## src/rtl/modexp_ctrl.sv

```systemverilog
// Modular exponentiation controller: result = (base ^ exp) mod n, computed with
// right-to-left binary square-and-multiply. Products are delegated to an
// external modular multiplier through a go/done handshake.
//
// Ports:
//   clk, rst             clock (rising edge), asynchronous active-high reset
//   go, base, exp, n     start request and operands (captured when go is accepted in idle)
//   result, done, busy   final value, one-cycle completion pulse, operation-in-progress flag
//   mm_go, mm_a/b/n      request pulse and operands to the multiplier
//   mm_result, mm_done   product and completion pulse from the multiplier
module modexp_ctrl #(
  parameter int unsigned WIDTH = 32
) (
  input  logic             clk,
  input  logic             rst,
  input  logic             go,
  input  logic [WIDTH-1:0] base,
  input  logic [WIDTH-1:0] exp,
  input  logic [WIDTH-1:0] n,
  output logic [WIDTH-1:0] result,
  output logic             done,
  output logic             busy,
  output logic             mm_go,
  output logic [WIDTH-1:0] mm_a,
  output logic [WIDTH-1:0] mm_b,
  output logic [WIDTH-1:0] mm_n,
  input  logic [WIDTH-1:0] mm_result,
  input  logic             mm_done
);

  typedef enum logic [2:0] {
    StIdle,
    StCheck,
    StMulReq,
    StMulWait,
    StSqrReq,
    StSqrWait,
    StGap,
    StFinish
  } state_e;

  state_e           state_q, state_d;
  logic [WIDTH-1:0] base_q, base_d;
  logic [WIDTH-1:0] exp_q, exp_d;
  logic [WIDTH-1:0] n_q, n_d;
  logic [WIDTH-1:0] acc_q, acc_d;
  logic             sqr_pend_q, sqr_pend_d;

  logic [WIDTH-1:0] result_q, result_d;
  logic             done_q, done_d;
  logic             busy_q, busy_d;
  logic             mm_go_q, mm_go_d;
  logic [WIDTH-1:0] mm_a_q, mm_a_d;
  logic [WIDTH-1:0] mm_b_q, mm_b_d;
  logic [WIDTH-1:0] mm_n_q, mm_n_d;

  // Next-state and datapath updates.
  always_comb begin
    state_d    = state_q;
    base_d     = base_q;
    exp_d      = exp_q;
    n_d        = n_q;
    acc_d      = acc_q;
    sqr_pend_d = sqr_pend_q;

    unique case (state_q)
      StIdle: begin
        if (go) begin
          base_d     = base;
          exp_d      = exp;
          n_d        = n;
          // Anything mod 1 is 0, including x^0.
          acc_d      = (n == WIDTH'(1)) ? '0 : WIDTH'(1);
          sqr_pend_d = 1'b0;
          state_d    = StCheck;
        end
      end
      StCheck: begin
        if (n_q == '0) begin
          acc_d   = '0;
          state_d = StFinish;
        end else if (exp_q == '0) begin
          state_d = StFinish;
        end else if (exp_q[0]) begin
          state_d = StMulReq;
        end else begin
          state_d = StSqrReq;
        end
      end
      StMulReq: state_d = StMulWait;
      StMulWait: begin
        if (mm_done) begin
          acc_d = mm_result;
          // On the top exponent bit the trailing square is useless; skip it.
          if ((exp_q >> 1) == '0) begin
            exp_d = '0;
          end else begin
            sqr_pend_d = 1'b1;
          end
          state_d = StGap;
        end
      end
      StSqrReq: state_d = StSqrWait;
      StSqrWait: begin
        if (mm_done) begin
          base_d  = mm_result;
          exp_d   = exp_q >> 1;
          state_d = StGap;
        end
      end
      // One dead cycle so the multiplier can recover after done.
      StGap: begin
        if (sqr_pend_q) begin
          sqr_pend_d = 1'b0;
          state_d    = StSqrReq;
        end else begin
          state_d = StCheck;
        end
      end
      StFinish: state_d = StIdle;
      default:  state_d = StIdle;
    endcase
  end

  // Outputs are registered, so they are decoded from the state being entered.
  always_comb begin
    mm_go_d  = (state_d == StMulReq) || (state_d == StSqrReq);
    mm_a_d   = mm_a_q;
    mm_b_d   = mm_b_q;
    mm_n_d   = mm_n_q;
    done_d   = (state_d == StFinish);
    result_d = (state_d == StFinish) ? acc_d : result_q;
    busy_d   = (state_d != StIdle);
    if (state_d == StMulReq) begin
      mm_a_d = base_d;
      mm_b_d = acc_d;
      mm_n_d = n_d;
    end else if (state_d == StSqrReq) begin
      mm_a_d = base_d;
      mm_b_d = base_d;
      mm_n_d = n_d;
    end
  end

  always_ff @(posedge clk or posedge rst) begin
    if (rst) begin
      state_q    <= StIdle;
      base_q     <= '0;
      exp_q      <= '0;
      n_q        <= '0;
      acc_q      <= '0;
      sqr_pend_q <= 1'b0;
      result_q   <= '0;
      done_q     <= 1'b0;
      busy_q     <= 1'b0;
      mm_go_q    <= 1'b0;
      mm_a_q     <= '0;
      mm_b_q     <= '0;
      mm_n_q     <= '0;
    end else begin
      state_q    <= state_d;
      base_q     <= base_d;
      exp_q      <= exp_d;
      n_q        <= n_d;
      acc_q      <= acc_d;
      sqr_pend_q <= sqr_pend_d;
      result_q   <= result_d;
      done_q     <= done_d;
      busy_q     <= busy_d;
      mm_go_q    <= mm_go_d;
      mm_a_q     <= mm_a_d;
      mm_b_q     <= mm_b_d;
      mm_n_q     <= mm_n_d;
    end
  end

  assign result = result_q;
  assign done   = done_q;
  assign busy   = busy_q;
  assign mm_go  = mm_go_q;
  assign mm_a   = mm_a_q;
  assign mm_b   = mm_b_q;
  assign mm_n   = mm_n_q;

endmodule

```

## config.mk

```make
export PLATFORM = sky130hd
export DESIGN_NAME = modexp_ctrl
export DESIGN_NICKNAME = d
export VERILOG_FILES = /design/src/rtl/modexp_ctrl.sv
export SDC_FILE = /design/constraint.sdc
export NUM_CORES = 1
export LEC_CHECK = 0
export ABC_CLOCK_PERIOD_IN_PS = 9200
export BUFFER_PORTS_ARGS = -buffer_cell sky130_fd_sc_hd__buf_2
export CAP_MARGIN = 10
export CORE_ASPECT_RATIO = 1.25
export CORE_UTILIZATION = 52
export CTS_BUF_LIST = sky130_fd_sc_hd__clkbuf_16
export DETAILED_ROUTE_END_ITERATION = 7
export GPL_TIMING_DRIVEN = 0
export PLACE_DENSITY = 0.78
export SYNTH_ARGS = -nofsm -noshare
export SYNTH_HDL_FRONTEND = slang
export SYNTH_SLANG_ARGS = --single-unit
```

## constraint.sdc

```tcl
create_clock -name clk -period 9.2 [get_ports clk]
set_input_delay 0.46 -clock clk [delete_from_list [all_inputs] [get_ports clk]]
set_output_delay 0.46 -clock clk [all_outputs]
set_load 0.02 [all_outputs]
```

==> qor.yml <==
switching_share_pct: 39.3
end_kind: "register"
finalCritPeriodShare_pct: 31.5
seq_area_frac_synth_pct: 60.6
synth_nets: 992
clock_path_buffers: 3
skew_ns: 0.0208
ioPinCount: 263
wl_per_cell_um: 20.9
arrival_ns: 3.35
drtIter0Drc: 707
final-hold-violation-count: 0
die_h_um: 164
setup_violations: 0
synthAdderAreaFrac_pct: 0
n_fill_cell: 1532
cts-root-buf: "clkbuf_16"
p_sw_mw: 2.13
grt_antenna_before_repair: 3
maxCapViolations: 0
drive_gt1_share_pct: 39.5
clkTransAtPathRegs_ns: 0.06
drtPass1Iterations: 6
rows: 58
netlist_area_um2: 10900
synth_ff_type: "dfrtp_1"
whs_path_depth: 3
drc: 0
cts_buffers: 27
worst_ir_drop_vdd_uv: 239
finish.utilization_pct: 65.9
tritoncts: "yes"
final_nets: 1285
syn_area_per_cell_um2: 12.6
p_comb_share_pct: 44.8
hold_path.class: "primary input to register"
pwr_density_cell_nw_per_um2: 405
yosysWarnings: 0
slew_viol_final: 0
path_max_fanout: 10
status: "completed"
post-place-ws_ns: 6.42
crit_path_start_kind: "register"
vias_per_cell: 5.87
leakage_nw: 6.55
period_minus_slack_ns: 2.90
place.port_buffers: 261
routed_wl_um: 30100
worst_pin_slew_ns: 0.769
track_usage_pct: 27.9
worst_hold_slack_ns: 0.178
grt_pass1_wl_um: 46600
p_seq_share_pct: 36.5
rsz0062_at_grt: "false"
ctsResizeCount: 0
clock_sinks: 263
via_count: 8448
start_util_pct: 53.5
p_int_mw: 3.29
clkPwrFrac_pct: 18.7
max-slew-margin-rel_pct: 48.7
synth_edf_count: 0
die_w_um: 131
syn_inst: 860
max_clock_freq_mhz: 345
overflow: 0
synthMuxAreaShare_pct: 13.2
reg2reg_depth: 7
critical_path_class: "register to register"
synthArstFlopShare_pct: 100
h-tree-depth: 1
clk_latency_ns: 0.53
gp_congestion: 0.850
synth_xor_area_share_pct: 0
area_growth_pct: 23.2
grt_max_degree: 112
core_um2: 20300
ant_nets: 0
final_common_cell: "buf_2"
synth-compound-area-share_pct: 15.5
synth_top_family_by_area: "compound AO/OA/AOI/OAI gates"
synth-seq-cells: 263
required_ns: 9.65
power_mw: 5.42
post_cts_buffers: 0
layout_common_cells: "buf_2, dfrtp_1, mux2_2"
setup_slack_ns: 6.30
postCtsHoldBufs: 1
synth_cell_types: 43
die_area_um2: 21500
grt_pass1_vias: 8576
dp_hpwl_um: 21600
synth-simple-area-share_pct: 6.37
-- metal layers --
metal,routed length (um),vias up,GRT usage (%)
met2,15500,369,50.7
met1,11600,4264,34.1
met4,595,2,7.19
li1,-,3768,-
met3,2420,45,5.46
met5,8,-,0
-- stage by stage --
step / std cells / TNS [ns] / area [um2]
after CTS: 1438 / 0 / 13400
after global routing: 1438 / 0 / 13400
after floorplan: 860 / 0 / 10900
after detailed placement: 1393 / 0 / 12600
final: 1440 / 0 / 13400
after global placement: 1391 / -336.27 / 12500
-- worst paths after layout --
kind / startpoint / to / slack, ns
min in group asynchronous: rst / result[26] / 0.54
max: state_q[1] / mm_b[19] / 6.30
min: base[27] / base_q[27] / 0.18
max in group asynchronous: rst / mm_a[10] / 7.75
max reg2reg: state_q[1] / mm_b[19] / 6.30
min reg2reg: mm_n[1] / mm_n[1] / 0.48
-- synth_stat cells (10+ instances only) --
cell type,number,share of area (%)
dfrtp_1,263,61
mux2_2,117,12
a21oi_1,78,3.6
a22o_1,51,4.1
nor2_1,50,1.7
inv_1,36,1.2
nand2_1,34,1.2
o22a_1,32,2.6
buf_2,25,1.2
nor4_1,24,1.4
a222oi_1,21,1.9
clkbuf_1,20,0.69
a22oi_1,11,0.76
buf_4,10,0.69
mux2_1,10,1.0
-- worst max-delay path, cell delays in order, from the launching register on --
cell and delay (ns):
dfrtp_1 0.44, buf_2 0.20, nor3_1 0.58, and2_1 0.38
clkbuf_1 0.55, a222oi_1 0.28, a21oi_1 0.24, o22a_1 0.16
-- kinds of logic (layout without fill, tap and decap cells) --
group                  count (synthesis)  after routing
AOI/OAI and AO/OA                    229            229
buffers and inverters                 99            407
DFF                                  263            263
muxes                                128            128
other                                  0              2
and+or+nand+nor                      141            141
-- sequential cells by signal (all words and copies together), names as in the netlist, 32 cells and up --
signal / count
acc_q: 32
base_q: 32
exp_q: 32
mm_a: 32
mm_b: 32
mm_n: 32
n_q: 32
result: 32
-- cell type report --
cell class / count / area (um2) / area share, %
clock inverter: 17 / 123 / 0.916
tap: 270 / 338 / 2.52
multi-input combinational: 498 / 3820 / 28.5
sequential: 263 / 6580 / 49.2
antenna: 2 / 5.00 / 0.0374
buffer: 63 / 335 / 2.50
timing repair buffer: 264 / 1370 / 10.2
inverter: 36 / 143 / 1.07
clock buffer: 27 / 676 / 5.05
-- power groups by stage --
stage | registers (mW) | clock network [mW] | logic [mW]
after global routing | 2.03 | 1.08 | 2.61
after detailed placement | 1.99 | 0 | 2.43
after CTS | 1.98 | 1.02 | 2.44
after global placement | 1.97 | 0 | 2.36
final | 1.98 | 1.01 | 2.43
after floorplan | 2.22 | 0 | 1.42
Power figures use the tool's default switching activity.
